===== config.mk =====
export PLATFORM = sky130hd
export DESIGN_NAME = param_multiop_shift_register
export DESIGN_NICKNAME = d
export VERILOG_FILES = /design/src/rtl/param_multiop_shift_register.sv
export SDC_FILE = /design/constraint.sdc
export NUM_CORES = 1
export LEC_CHECK = 0
export CORE_MARGIN = 5
export CORE_UTILIZATION = 42
export CTS_CLUSTER_SIZE = 16
export DETAILED_ROUTE_END_ITERATION = 12
export PLACE_DENSITY_LB_ADDON = 0.12
export SYNTH_ARGS = -nofsm -noshare
export SYNTH_HDL_FRONTEND = slang
export SYNTH_SLANG_ARGS = --single-unit

===== constraint.sdc =====
create_clock -name clk -period 1.62 [get_ports clk]
set_input_delay 0.324 -clock clk [delete_from_list [all_inputs] [get_ports clk]]
set_output_delay 0.324 -clock clk [all_outputs]
set_load 0.05 [all_outputs]

===== src/rtl/param_multiop_shift_register.sv =====
// Multi-operation WIDTH-bit shift register: hold/load/clear complete in one cycle,
// shifts and rotates step one bit per clock under a start/busy/done handshake.
module param_multiop_shift_register #(
   parameter int WIDTH = 10,
   parameter int AMT_W = 4
) (
   input  logic             clk,
   input  logic             rst,
   input  logic             start,
   input  logic [2:0]       sel,
   input  logic [AMT_W-1:0] amt,
   input  logic [WIDTH-1:0] din,
   input  logic             ser_in,
   output logic [WIDTH-1:0] dout,
   output logic             busy,
   output logic             done
);

   typedef enum logic {
      S_IDLE = 1'b0,
      S_RUN  = 1'b1
   } state_t;

   localparam logic [2:0] OP_HOLD = 3'b000;
   localparam logic [2:0] OP_LOAD = 3'b001;
   localparam logic [2:0] OP_LSL  = 3'b010;
   localparam logic [2:0] OP_LSR  = 3'b011;
   localparam logic [2:0] OP_ROL  = 3'b100;
   localparam logic [2:0] OP_ROR  = 3'b101;
   localparam logic [2:0] OP_ASR  = 3'b110;
   localparam logic [2:0] OP_CLR  = 3'b111;

   state_t           r_state;
   state_t           w_state_next;
   logic [WIDTH-1:0] r_dout;
   logic [WIDTH-1:0] w_dout_next;
   logic [AMT_W-1:0] r_rem;
   logic [AMT_W-1:0] w_rem_next;
   logic [2:0]       r_op;
   logic [2:0]       w_op_next;
   logic             r_done;
   logic             w_done_next;

   logic             w_left_fill;
   logic             w_right_fill;
   logic [WIDTH-1:0] w_left_step;
   logic [WIDTH-1:0] w_right_step;
   logic [WIDTH-1:0] w_step;
   logic             w_single;

   // Bit entering the vacated end depends on the latched operation.
   always_comb begin
      w_left_fill  = ser_in;
      w_right_fill = ser_in;
      case (r_op)
         OP_ROL:  w_left_fill  = r_dout[WIDTH-1];
         OP_ROR:  w_right_fill = r_dout[0];
         OP_ASR:  w_right_fill = r_dout[WIDTH-1];
         default: begin
            w_left_fill  = ser_in;
            w_right_fill = ser_in;
         end
      endcase
   end

   assign w_left_step  = {r_dout[WIDTH-2:0], w_left_fill};
   assign w_right_step = {w_right_fill, r_dout[WIDTH-1:1]};
   assign w_step       = (r_op == OP_LSL || r_op == OP_ROL) ? w_left_step : w_right_step;

   // Zero-amount shifts behave like hold and finish in the accept cycle.
   assign w_single = (sel == OP_HOLD) || (sel == OP_LOAD) || (sel == OP_CLR) ||
                     (amt == '0);

   always_comb begin
      w_state_next = r_state;
      w_dout_next  = r_dout;
      w_rem_next   = r_rem;
      w_op_next    = r_op;
      w_done_next  = 1'b0;
      case (r_state)
         S_IDLE: begin
            if (start) begin
               if (w_single) begin
                  w_done_next = 1'b1;
                  if (sel == OP_LOAD) begin
                     w_dout_next = din;
                  end else if (sel == OP_CLR) begin
                     w_dout_next = '0;
                  end
               end else begin
                  w_op_next    = sel;
                  w_rem_next   = amt;
                  w_state_next = S_RUN;
               end
            end
         end
         S_RUN: begin
            w_dout_next = w_step;
            w_rem_next  = r_rem - 1'b1;
            if (r_rem <= 1) begin
               w_rem_next   = '0;
               w_state_next = S_IDLE;
               w_done_next  = 1'b1;
            end
         end
         default: begin
            w_state_next = S_IDLE;
         end
      endcase
   end

   always_ff @(posedge clk or posedge rst) begin
      if (rst) begin
         r_state <= S_IDLE;
         r_dout  <= '0;
         r_rem   <= '0;
         r_op    <= OP_HOLD;
         r_done  <= 1'b0;
      end else begin
         r_state <= w_state_next;
         r_dout  <= w_dout_next;
         r_rem   <= w_rem_next;
         r_op    <= w_op_next;
         r_done  <= w_done_next;
      end
   end

   assign dout = r_dout;
   assign busy = (r_state == S_RUN);
   assign done = r_done;

endmodule


Word level (Yosys, flattened, before mapping)
Index checks and enable logic that the tools add are counted.
{ "classes": {"addsub": 1, "magnitude_cmp": 1, "n_eq_ne": 11, "n_mux": 20, "n_bitwise": 2, "reduce_logical": 10} }
{ "ops": {"columns": ["op", "count"], "rows": [
  ["2-to-1 mux 10 bit", 5],
  ["one-hot mux 10 bit (2 select lines)", 1],
  ["== test 3 bit (second input constant)", 4],
  ["2-to-1 mux 4 bit", 3],
  ["one-hot mux 4 bit (2 select lines)", 1],
  ["2-to-1 mux 1 bit", 7],
  ["!= test 2 bit (second input constant)", 3],
  ["!= test 3 bit (second input constant)", 2],
  ["one-hot mux 1 bit (2 select lines)", 3],
  ["AND reduction 3 bit", 2],
  ["less-or-equal comparator 4 x 1 -> 1 bit (second input constant)", 1],
  ["logical NOT 4 bit", 1],
  ["logical OR 1 bit", 4],
  ["AND reduction 4 bit", 1],
  ["subtractor 4 x 1 -> 4 bit (second input constant)", 1],
  ["== test 3 x 1 -> 1 bit (second input constant)", 1],
  ["== test 3 x 2 -> 1 bit (second input constant)", 1],
  ["logical NOT 3 bit", 1],
  ["NOT 1 bit", 2],
  ["AND reduction 2 bit", 1]
]} }
{ "word_totals": {"reg_bits": 19, "inputBits": 21, "out_inout_bits": 12, "wordCells": 51} }

Logic depth before layout (Yosys ltp)
{ "depth": {"depth_word": 7, "mapped_depth": 6, "ltp_nobuf": 6} }

Least setup slack after synthesis
Ideal clock, no wire load.
{ "synth_timing": {"path_type": "reg2reg", "from": "register r_state, in the netlist busy", "to": "register r_dout[0], in the netlist dout[0]", "setup_ns": 0.078, "t_arrival_ns": 1.647, "setup_slack_ns": -0.104, "stages_incl_launch_ff": 5, "path_buffers": 2, "period_less_slack_ns": 1.724, "path_cell_list": "dfrtp_1 clkbuf_1 clkbuf_1 o221ai_1 a21oi_1"} }
{ "synth_via": {"elab_chain_cells": 3, "word_cells_on_any_way": 6, "classes_between": "eq/ne: 3; mux: 1; bitwise: 1; reduce/logical: 1"} }
{ "synth_rtl": {"columns": ["item", "line", "text"], "rows": [
  ["from (decl)", "33", "state_t r_state;"],
  ["from (signal assigned)", "120", "r_state <= w_state_next;"],
  ["NOT 1 bit (no source line)", null, null],
  ["!= test 3 bit (no source line) / != test 2 bit (equally long branches)", null, null],
  ["AND reduction 3 bit (no source line)", null, null],
  ["to (signal assigned)", "121", "r_dout <= w_dout_next;"],
  ["to (decl)", "35", "logic [WIDTH-1:0] r_dout;"]
]} }
Parallel ways exist; a longest one is shown, timed or not.
A chain may end at the register's enable or synchronous reset.

Worst setup path in the final report
{ "layout_timing": {"from": "register r_op[1]", "to": "register r_dout[4], in the netlist dout[4]"} }
{ "layout_via": {"elab_chain_cells": 4, "word_cells_on_any_way": 5, "classes_between": "eq/ne: 2; mux: 2; reduce/logical: 1"} }
{ "layout_rtl": {"columns": ["item", "line", "text"], "rows": [
  ["from (decl)", "39", "logic [2:0] r_op;"],
  ["from (signal assigned)", "123", "r_op <= w_op_next;"],
  ["== test 3 x 2 -> 1 bit / == test 3 bit (equally long branches)", "68", "assign w_step = (r_op == OP_LSL || r_op == OP_ROL) ? w_left_step : w_right_step;"],
  ["logical OR 1 bit (*)", "68", null],
  ["2-to-1 mux 10 bit (*)", "68", null],
  ["one-hot mux 10 bit (2 select lines) (*)", "80", "case (r_state)"]
]} }
Every way passes the cells marked *; elsewhere a longest branch is shown, timed or not.

==> metrics.txt <==
status=finished, final reports clean; Synth top area share=0.426; grt ovf=0; Fin. Hold Viols=0; WHS=~0.33 ns; die area=around 3800 um2; prevailing post-synth register cell=dfrtp_1; hpwl dp=2200 um; Post-synth ARST share=1.00; layout cells sized above 1=0.316; core box area=about 2500 um2; CP Data Required Time=between 1.5 and 2 ns; Clk pwr share=0.070; Sw Pwr=between 1.5 and 2 mW; first-pass GRT wire length=between 4000 and 5000 um; Int Power=~1.9 mW; warnings from Yosys=0; Root Buffer=clkbuf_4; hold crit path type=input pin to asynchronous set/reset pin; worst skew pair latency=around 0.30 ns; clock tree from TritonCTS=done; final setup fails=0; #FFs+latches synth=19; leading area contributor after synthesis=dfrtp_1; Synth cell types=36; Avg WL per Cell=16.5 um; Antenna Cells=0; Crit Path Max Fanout=4; sequential area share after synthesis=0.426; CTS clk-pin slew, worst paths=0.11 ns; DRT Pass-1 Iters=4; Layout Nets=~180; worst rel slew slack=0.765; Sw Share=0.448; Synthesized Nets=~130; # IOs=33; Tmin final=about 1.6 ns; via count=~1100; PwrDens=about 2000 nW/um2; Routability Congestion=0.796; max-cap violations=0; Combinational Power Share=0.659; vias per cell=5.73; CTS buffer count=3; Max Freq=~0.6 GHz; CP arrival=about 1.8 ns; Residual DRC=0; Die W=approximately 62 um; largest cells by area after synthesis=dfrtp_1, mux2_1, a221o_1; slew at the pin closest to its max-slew limit=approximately 0.35 ns; Max clock buf depth=2; setup ws final=roughly 0.0025 ns; Post-synth EDFFs=0; port buffer count=32; GRT Total Usage=0.174; clock sink total=19; Syn Std Cell Area=between 1000 and 1500 um2; vias in the first global route=approximately 1100; initial core utilization=0.446; Peak supply drop=approximately 1400 uV; Final TNS setup=0 ns; die height=61.5 um; Flop pwr share=0.271; initial antenna violation count=0; Initial DRC Count=23; cells after synthesis=104; Critical Path End Type=flop; largest net degree at the start of global routing=20; Layout area overhead=57.2%; number of core rows=18; Fill cells=206; Slew Limit Fails=0; CP Launch Type=flop; Final ANT Viol Nets=0; Pleak=0.810 nW; unrepaired setup endpoints after global routing=yes; clk_skew=approximately 0.0029 ns; cts hold-fix bufs=0; Avg Cell Area, Syn=roughly 11 um2; DP Worst Slack=-0.437 ns; CTS HTree Levels=1; Crit Path Category=flop to flop; drt total wl=3050 um; fin crit share=0.998
-- cell families (layout without fill, tap and decap cells) --
family / after synthesis / in the layout / synth area share
and+or+nand+nor: 31 / 32 / 0.173
AOI/OAI and AO/OA: 29 / 29 / 0.207
DFF: 19 / 19 / 0.426
muxes: 13 / 13 / 0.129
buffers and inverters: 8 / 58 / 0.0269
adders and majority gates: 2 / 2 / 0.0224
xor gates and xnor gates: 2 / 2 / 0.0157
-- metrics by stage --
stage	power, mW	cell area [um2]	util	instances
detailed placement	3.06	1670	0.668	178
CTS	3.35	1710	0.683	182
floorplan	2.13	1120	-	104
global placement	3.00	1670	0.668	178
global route	3.72	1750	0.701	185
finish	3.49	1750	0.701	185
-- power groups by stage --
| stage | sequential [mW] | combinational, mW | clock (mW) |
|---|---|---|---|
| 2_1_floorplan | 1.28 | 0.851 | 0 |
| 3_3_place_gp | 0.924 | 2.07 | 0 |
| 3_5_place_dp | 0.933 | 2.12 | 0 |
| 4_1_cts | 0.935 | 2.16 | 0.255 |
| 5_1_grt | 0.988 | 2.46 | 0.279 |
| 6_report | 0.948 | 2.30 | 0.244 |
-- Yosys cell counts, types with 2 or more instances --
library cell	instances
dfrtp_1	19
mux2_1	11
a221o_1	10
and3_1	8
nor2_1	6
a21oi_1	5
inv_1	5
clkbuf_1	3
nand2_1	3
a31oi_1	2
ha_1	2
mux2i_1	2
nand3_1	2
nor2b_1	2
o21ai_0	2
xnor2_1	2
-- metal layers --
| layer | track usage | up-vias | share of wire |
|---|---|---|---|
| met5 | 0 | - | 0 |
| met4 | 0.0515 | 0 | 0.014 |
| met3 | 0.0482 | 4 | 0.067 |
| met2 | 0.312 | 31 | 0.52 |
| met1 | 0.200 | 518 | 0.40 |
| li1 | - | 507 | - |
-- registers in the layout, summed over array words and instances (netlist names) --
register / count
done: 1
r_rem: 4
busy: 1
r_op: 3
dout: 10
-- path summary, 6_finish.rpt --
| path | from | endpoint | slack, ns | depth (start not counted) |
|---|---|---|---|---|
| worst max register to register | r_op[1] | dout[4] | 0.003 | 4 |
| worst min-delay path | rst | r_rem[3] | 0.33 | 3 |
| max in group asynchronous | rst | busy | 1.07 | 3 |
| worst max-delay path | r_op[1] | dout[4] | 0.003 | 4 |
| min in group clk | amt[2] | r_rem[2] | 0.43 | 2 |
| worst min register to register | r_rem[1] | r_rem[1] | 0.57 | 2 |
-- worst max-delay path, stage by stage, from the launching register on --
cell     delay [ns]
dfrtp_1        0.43
xnor2_2        0.20
nor2_2         0.24
mux2_1         0.35
a221o_1        0.29
-- area by class of cell --
cell class,count,area [um2],area share
multi-input cells,78,652,0.372
repair buffers,49,541,0.308
flip-flops and latches,19,477,0.272
well taps,30,37.5,0.0214
clock buffers,3,22.5,0.0128
inverters,5,18.8,0.0107
clock inverters,1,5.00,0.00286
-- placed cells by master (no fill, tap or decap), drive strengths merged --
cell type / instances
a21oi: 5
a221o: 10
a2bb2oi: 1
a31o: 1
a31oi: 2
and2: 1
and3: 8
buf: 29
clkbuf: 3
clkdlybuf4s50: 15
clkinv: 1
dfrtp: 19
dlygate4sd2: 4
dlymetal6s2s: 1
ha: 2
inv: 5
mux2: 11
mux2i: 2
nand2: 3
nand3: 2
nand4b: 1
nor2: 8
nor2b: 3
nor3: 1
nor3b: 1
nor4b: 1
o2111a: 1
o211ai: 1
o21ai: 3
o221ai: 1
o22ai: 1
o311ai: 1
o31a: 1
o31ai: 1
or2: 1
or3: 1
or4: 1
xnor2: 2
-- what timing repair did --
item,in CTS,in global routing
cloned,0,1
pin swaps,0,3
gates resized for setup,7,8
buffers inserted,0,2
setup endpoints to repair,15,12
(Power assumes the default switching activity.)
